`config.mk`:
```
export PLATFORM = sky130hd
export DESIGN_NAME = cam_ctrl
export DESIGN_NICKNAME = d
export VERILOG_FILES = /design/src/rtl/cam_ctrl.sv
export SDC_FILE = /design/constraint.sdc
export NUM_CORES = 1
export LEC_CHECK = 0
export ABC_AREA = 1
export BUFFER_PORTS_ARGS = -buffer_cell sky130_fd_sc_hd__clkbuf_2
export CAP_MARGIN = 30
export CORE_MARGIN = 4
export CORE_UTILIZATION = 25
export CTS_CLUSTER_DIAMETER = 150
export DETAILED_ROUTE_END_ITERATION = 8
export GPL_TIMING_DRIVEN = 1
export SETUP_SLACK_MARGIN = 0.2
export SLEW_MARGIN = 20
export SYNTH_ARGS = -nofsm -noshare
export SYNTH_HDL_FRONTEND = slang
export SYNTH_SLANG_ARGS = --single-unit
```
`constraint.sdc`:
```
create_clock -name clk -period 2.8 [get_ports clk]
set_input_delay 0.28 -clock clk [delete_from_list [all_inputs] [get_ports clk]]
set_output_delay 0.28 -clock clk [all_outputs]
set_load 0.01 [all_outputs]
```
`src/rtl/cam_ctrl.sv`:
```
`default_nettype none
// ============================================================================
// Module  : cam_ctrl
// Brief   : Sequencing controller for a DEPTH x WIDTH CAM. It arbitrates
//           round-robin between a write port (lowest free entry) and a
//           search port (registered, priority-encoded hit). Optional macro:
//           CAM_CTRL_MULTI_HIT_EN enables the multi-hit flag.
// Revision: 1.0 - initial release
// ============================================================================
module cam_ctrl #(
  parameter int WIDTH = 8,
  parameter int DEPTH = 16,
  parameter int IDX_W = 4
) (
  input  logic             clk,
  input  logic             reset,
  input  logic             wr_valid_i,
  output logic             wr_ready_o,
  input  logic [WIDTH-1:0] wr_data_i,
  input  logic             srch_valid_i,
  output logic             srch_ready_o,
  input  logic [WIDTH-1:0] srch_key_i,
  output logic             rsp_valid_o,
  input  logic             rsp_ready_i,
  output logic             rsp_hit_o,
  output logic [IDX_W-1:0] rsp_index_o,
  output logic             rsp_multi_o,
  input  logic             clear_i,
  output logic [DEPTH-1:0] cam_write_en_o,
  output logic [WIDTH-1:0] cam_data_o,
  output logic             cam_search_en_o,
  output logic [WIDTH-1:0] cam_key_o,
  input  logic [DEPTH-1:0] cam_match_i,
  output logic [IDX_W:0]   count_o,
  output logic             full_o
);

  typedef enum logic [1:0] {
    IDLE   = 2'd0,
    WRITE  = 2'd1,
    SEARCH = 2'd2,
    RESP   = 2'd3
  } state_t;

  localparam logic c_PRIO_WR = 1'b0;
  localparam logic c_PRIO_SR = 1'b1;

  state_t           r_state;
  state_t           w_state_nxt;
  logic             r_prio;
  logic [DEPTH-1:0] r_valid;
  logic [IDX_W:0]   r_count;
  logic [WIDTH-1:0] r_wr_data;
  logic [IDX_W-1:0] r_wr_row;
  logic [WIDTH-1:0] r_key;
  logic             r_rsp_hit;
  logic [IDX_W-1:0] r_rsp_index;

  logic             w_full;
  logic             w_wr_acc;
  logic             w_sr_acc;
  logic [IDX_W-1:0] w_free_row;
  logic [DEPTH-1:0] w_masked;
  logic [IDX_W-1:0] w_hit_idx;

  assign w_full   = (r_count == (IDX_W+1)'(DEPTH));
  assign w_masked = cam_match_i & r_valid;

  // Both scans run high-to-low so the last assignment wins: lowest index.
  always_comb begin
    w_free_row = '0;
    w_hit_idx  = '0;
    for (int i = DEPTH-1; i >= 0; i--) begin
      if (!r_valid[i])  w_free_row = IDX_W'(i);
      if (w_masked[i])  w_hit_idx  = IDX_W'(i);
    end
  end

  always_ff @(posedge clk) begin
    if (reset) r_state <= IDLE;
    else       r_state <= w_state_nxt;
  end

  always_comb begin
    w_state_nxt     = r_state;
    wr_ready_o      = 1'b0;
    srch_ready_o    = 1'b0;
    cam_write_en_o  = '0;
    cam_data_o      = '0;
    cam_search_en_o = 1'b0;
    cam_key_o       = '0;
    w_wr_acc        = 1'b0;
    w_sr_acc        = 1'b0;
    case (r_state)
      IDLE: begin
        if (!clear_i) begin
          wr_ready_o   = !w_full && (!srch_valid_i || r_prio == c_PRIO_WR);
          srch_ready_o = !wr_valid_i || w_full || r_prio == c_PRIO_SR;
        end
        w_wr_acc = wr_valid_i && wr_ready_o;
        w_sr_acc = srch_valid_i && srch_ready_o;
        if (w_wr_acc)      w_state_nxt = WRITE;
        else if (w_sr_acc) w_state_nxt = SEARCH;
      end
      WRITE: begin
        cam_write_en_o = DEPTH'(1) << r_wr_row;
        cam_data_o     = r_wr_data;
        w_state_nxt    = IDLE;
      end
      SEARCH: begin
        cam_search_en_o = 1'b1;
        cam_key_o       = r_key;
        w_state_nxt     = RESP;
      end
      RESP: begin
        if (rsp_ready_i) w_state_nxt = IDLE;
      end
      default: w_state_nxt = IDLE;
    endcase
  end

  always_ff @(posedge clk) begin
    if (reset) begin
      r_prio      <= c_PRIO_WR;
      r_valid     <= '0;
      r_count     <= '0;
      r_wr_data   <= '0;
      r_wr_row    <= '0;
      r_key       <= '0;
      r_rsp_hit   <= 1'b0;
      r_rsp_index <= '0;
    end else begin
      if (w_wr_acc) begin
        r_wr_data <= wr_data_i;
        r_wr_row  <= w_free_row;
        r_prio    <= c_PRIO_SR;
      end
      if (w_sr_acc) begin
        r_key  <= srch_key_i;
        r_prio <= c_PRIO_WR;
      end
      // Clear beats a concurrent write commit; the row stays invalid.
      if (clear_i) begin
        r_valid <= '0;
        r_count <= '0;
      end else if (r_state == WRITE) begin
        r_valid[r_wr_row] <= 1'b1;
        r_count           <= r_count + 1'b1;
      end
      if (r_state == SEARCH) begin
        r_rsp_hit   <= |w_masked;
        r_rsp_index <= w_hit_idx;
      end
    end
  end

`ifdef CAM_CTRL_MULTI_HIT_EN
  logic r_rsp_multi;
  always_ff @(posedge clk) begin
    if (reset)                  r_rsp_multi <= 1'b0;
    else if (r_state == SEARCH) r_rsp_multi <= |(w_masked & (w_masked - 1'b1));
  end
  assign rsp_multi_o = r_rsp_multi;
`else
  assign rsp_multi_o = 1'b0;
`endif

  assign rsp_valid_o = (r_state == RESP);
  assign rsp_hit_o   = r_rsp_hit;
  assign rsp_index_o = r_rsp_index;
  assign count_o     = r_count;
  assign full_o      = w_full;

endmodule
`default_nettype wire

```
Word-level counts from Yosys, hierarchy flattened. Cells that the tools add are included.

Register bits after elaboration: 49. Bits in latches: 0. Memories: 0. Memory bits (read-only): 0. Logic and storage cells: 87. Memory bits (writable): 0.

$add $sub $neg: 1. $mul: 0. Bitwise logic cells: 3. Shift operators: 1. Magnitude comparators: 2. Div/mod/pow operators: 0. Eq/ne operators: 6. Reduce and logical (&&, ||, !) cells: 15. Muxes and demuxes: 50.

Operator list (number): 4-bit 2-to-1 mux (32); 16-bit AND (1); 16-bit 2-to-1 mux (1); 8-bit 2-to-1 mux (2); 16-bit bitwise OR (1); 16-bit OR reduction (1); 1-bit by 4-bit << shifter with 16-bit output, first input constant (1); 1-bit 2-to-1 mux (10); 2-bit one-hot mux with 4 select lines (1); 2-bit 2-to-1 mux (3); 5-bit by 1-bit adder with 5-bit output, second input constant (1); 5-bit == test, second input constant (1); 4-bit by 5-bit less-than comparator with 1-bit output, second input constant (1); 1-bit demux with 4-bit select (1); 2-bit == test, second input constant (2); 4-bit by 1-bit >= comparator with 1-bit output, second input constant (1); 1-bit logical AND (4); 2-bit OR reduction (2); 1-bit zero test (3); 1-bit logical OR (3); 3-bit inequality test, second input constant (1); 2-bit by 1-bit == test with 1-bit output, second input constant (1); 2-bit zero test (1); 2-bit by 1-bit inequality test with 1-bit output, second input constant (1); other kinds (2) (2).

Depth between registers and ports, before layout.
Depth in word-level cells: 17. Mapped depth: 18.

Least setup slack after synthesis. No wires, ideal clock.

Path kind: flip-flop to flip-flop. Start: register r_count[0] (netlist: count_o[0]). End: register r_state[1]. Data arrival time: 1.485 ns. Path slack: 1.185 ns. Required time: 2.670 ns. Stages on the path, launching flop included: 10. Path buffers: 0. Cell sequence: dfxtp_1 > inv_1 > ha_1 > nand4_2 > inv_2 > o31ai_2 > nor2_2 > or2_1 > a21oi_1 > nor2_1.

Longest elaborated chain between the ends: 8.

Ends and longest elaborated chain: from (decl) (RTL line 52) `logic [IDX_W:0] r_count;`; from (signal assigned) (RTL line 148) `r_count <= r_count + 1'b1;`; 5-bit == test (*) (RTL line 66) `assign w_full = (r_count == (IDX_W+1)'(DEPTH));`; named net full_o (RTL line 35) `output logic full_o`; 1-bit zero test or 1-bit logical OR (tied branches) (RTL line 97, 98); 1-bit logical AND or 1-bit logical OR (tied branches) (RTL line 97, 98); 1-bit 2-to-1 mux (RTL line 96) `if (!clear_i) begin`; 1-bit 2-to-1 mux (RTL line 94) `case (r_state)`; 1-bit logical AND, on equally long branches (RTL line 100, 101); 2-bit 2-to-1 mux or 3-bit inequality test (tied branches); 2-bit one-hot mux with 4 select lines or 2-bit AND reduction (tied branches); to (signal assigned) (RTL line 81) `else r_state <= w_state_nxt;`; to (decl) (RTL line 48) `state_t r_state;`.

The timed path passes the listed nets; every way through them passes the cells marked *. The select of a mux whose other input is x is not followed. A chain may end at the register's enable or synchronous reset.

Final worst setup path.
Start: register r_state[0]. End: output cam_write_en_o[14].

Longest elaborated chain between the ends: 2.

Ends and longest elaborated chain: 2-bit by 1-bit == test with 1-bit output (RTL line 94); 16-bit 2-to-1 mux (RTL line 94); to (decl) (RTL line 29) `output logic [DEPTH-1:0] cam_write_en_o,`.

No other way between the ends.

==> impl_metrics.yaml <==
synth:
  synth.avg_cell_area_um2: 6.84
  synth_cells: 345
  synthFlopType: "dfxtp_1"
  synth_edf_count: 0
  ys_seq_area_frac: 0.415
  netlist-cell-type-count: 36
  synth_area_leader_cell: "dfxtp_1"
  syn-num-nets: 385
  synthArstFlopShare: 0
  synth.area.top_cells: "dfxtp_1 (42%), nor2_1 (10%), nand2_1 (10%)"
  yosysWarnings: 0
  synth_commonest_cells: "nor2_1 (66), nand2_1 (64), dfxtp_1 (49)"
  ys_seq_elements: 49
  syn_area_um2: 2360
  synth_most_common_cell: "nor2_1"
  yosysTopAreaCellShare: 0.415
critical_path:
  cp.required_ns: 2.52
  cp_common_cell: "inv_2"
  cp-end-kind: "output port"
  path_class: "reg -> out"
  r2r_start: "count_o[0]"
  cp_slowest_cell: "dfxtp_1"
  cp_max_fo: 16
  crit_path_max_incr_delay_ns: 0.42
  cp-start-kind: "flop"
  ff2ff_setup_slack_ns: 1.08
  arrival_ns: 1.78
  crit_chain: "inv_1, nor2_2, inv_2, nor3_1, inv_2, nor2_1, clkbuf_2"
  worst-r2r-cell-count: 10
  rr_endpoint: "r_wr_data[6]"
floorplanning:
  ioPinCount: 86
  die_h_um: 105
  die_area_um2: 11100
  core_area_um2: 9200
  die_w_um: 105
  rows: 35
  start_util: 0.257
cells_and_area:
  instances_no_fill: 540
  final_nets: 468
  num_antenna_cells: 0
  syn_to_final_growth_pct: 25.2
  multi_input_area_um2: 1130
  finalInstanceArea_um2: 2960
  drive_above_1_share: 0.263
  final_util: 0.321
  nFillCells: 1009
  regArea_um2: 981
sta:
  rsz0062_at_grt: "no"
  hold_viol: 0
  setup-tns-final_ns: 0
  slew_violations: 0
  skew_ns: 0.0109
  fin_crit_sh: 0.737
  fmax_mhz: 485
  setup_viol: 0
  slew_headroom: 0.664
  worst_pin_slew_ns: 0.503
  fin_crit_ns: 2.06
detailed_routing:
  postRouteAntennaNets: 0
  drt_pre_antenna_iters: 4
  met3_length_um: 346
  drc: 0
  wl_um: 6730
  drt_iter0_drc: 133
  routed-via-count: 2412
  met1_length_um: 3210
  wl_per_cell_um: 12.5
  wl_met2_um: 3130
  viasPerCell: 4.47
  top_layer: "met4"
clock_tree:
  clock_path_buffers: 2
  htree_levels: 2
  cts_tree: "built"
  cts_sinks: 49
  path_clk_slew_ns: 0.10
  ctsHoldBuffers: 0
  clock_latency_ns: 0.30
  cts-root-buf: "clkbuf_8"
  cts_made_buffers: 5
  post_cts_buffers: 0
  cts_resized: 0
global_route:
  antenna_found_initial: 0
  track_usage: 0.122
  grt_overflow_total: 0
  grt_max_degree: 22
  grt_pass1_wl_um: 11000
  grt_pass1_vias: 2357
placed_design:
  placed_area_um2: 2870
  place.gp.congestion: 0.789
  portBuffers: 84
  dp_hpwl_um: 5360
  place_inst: 532
worst_hold_path:
  hp-class: "in -> reg"
  holdPathEnd: "r_key[1]"
  hp-start: "srch_key_i[1]"
  worstHoldPathCells: 3
pwr:
  ir_drop_mv: 0.174
  power.static_leakage_nw: 1.34
  powerDensity_nw_per_um2: 475
outcome:
  status: "completed"
job:
  max_cap_violations: 0
power breakdown:
part / internal [W] / switching, W
logic: 0.0000807 / 0.000156
registers: 0.000732 / 0.0000210
clock network: 0.000174 / 0.000240
layout by cell type (no fill, tap or decap), types with 2 or more instances in the layout:
cell and count:
nor3_1 7, o21ai_0 20, nor2_1 66, clkbuf_8 5, a211oi_1 2, clkinv_2 2, clkinv_1 2, nor2_2 5
dfxtp_1 49, a21oi_1 29, a31oi_1 2, nand2_1 64, ha_1 2, inv_1 42, o21a_1 10, clkbuf_2 84
nand4_1 2, inv_2 8, o21ai_1 3, nand3_1 6, o21bai_1 2, a21oi_2 2
worst max path at each step:
stage,start,end,depth (start not counted)
floorplan,count_o[0],r_state[1],9
global placement,r_state[0],cam_write_en_o[14],7
detailed placement,r_state[0],cam_write_en_o[14],7
CTS,r_state[0],cam_write_en_o[14],7
global route,r_state[0],cam_write_en_o[0],7
finish,r_state[0],cam_write_en_o[14],7
per-layer routing:
| layer | GRT usage | up-vias |
|---|---|---|
| met5 | 0 | - |
| met2 | 0.209 | 62 |
| met1 | 0.153 | 1091 |
| met3 | 0.0321 | 6 |
| li1 | - | 1253 |
| met4 | 0.0281 | 0 |
metrics by stage:
stage          power, W  setup WS, ns  hold slack [ns]
2_1_floorplan  0.000927          1.18            0.430
3_3_place_gp    0.00100          1.12            0.440
3_5_place_dp    0.00101          1.06            0.446
4_1_cts         0.00143         0.710            0.236
5_1_grt         0.00149         0.505            0.245
6_report        0.00140         0.738            0.245
worst max-delay path, delay by kind of cell (launching register included):
| family | cells | cell delay, ns |
|---|---|---|
| AND/OR/NAND/NOR | 3 | 0.54 |
| buffers and inverters | 4 | 0.51 |
| flip-flops | 1 | 0.42 |
kinds of logic after synthesis:
| group | share of synthesized area |
|---|---|
| AO/OA/AOI/OAI | 0.188 |
| other | 0.00159 |
| AND/OR/NAND/NOR | 0.279 |
| flip-flops | 0.415 |
| buffers and inverters | 0.105 |
| adder cells (fa/ha/maj) | 0.0106 |
layout make-up:
cell class              instances  share of cell area
clock buffers                   6              0.0245
flip-flops and latches         49               0.332
well taps                     111              0.0470
multi-input cells             235               0.383
repair buffers                 85               0.145
inverters                      52              0.0660
clock inverters                 2             0.00339
flip-flops by register name, indices dropped and copies added (netlist names):
register,cells
r_wr_row,4
r_key,8
rsp_index_o,4
count_o,5
r_wr_data,8
rsp_hit_o,1
r_valid,16
r_prio,1
r_state,2
No activity file was read; power rests on OpenSTA's default activity.
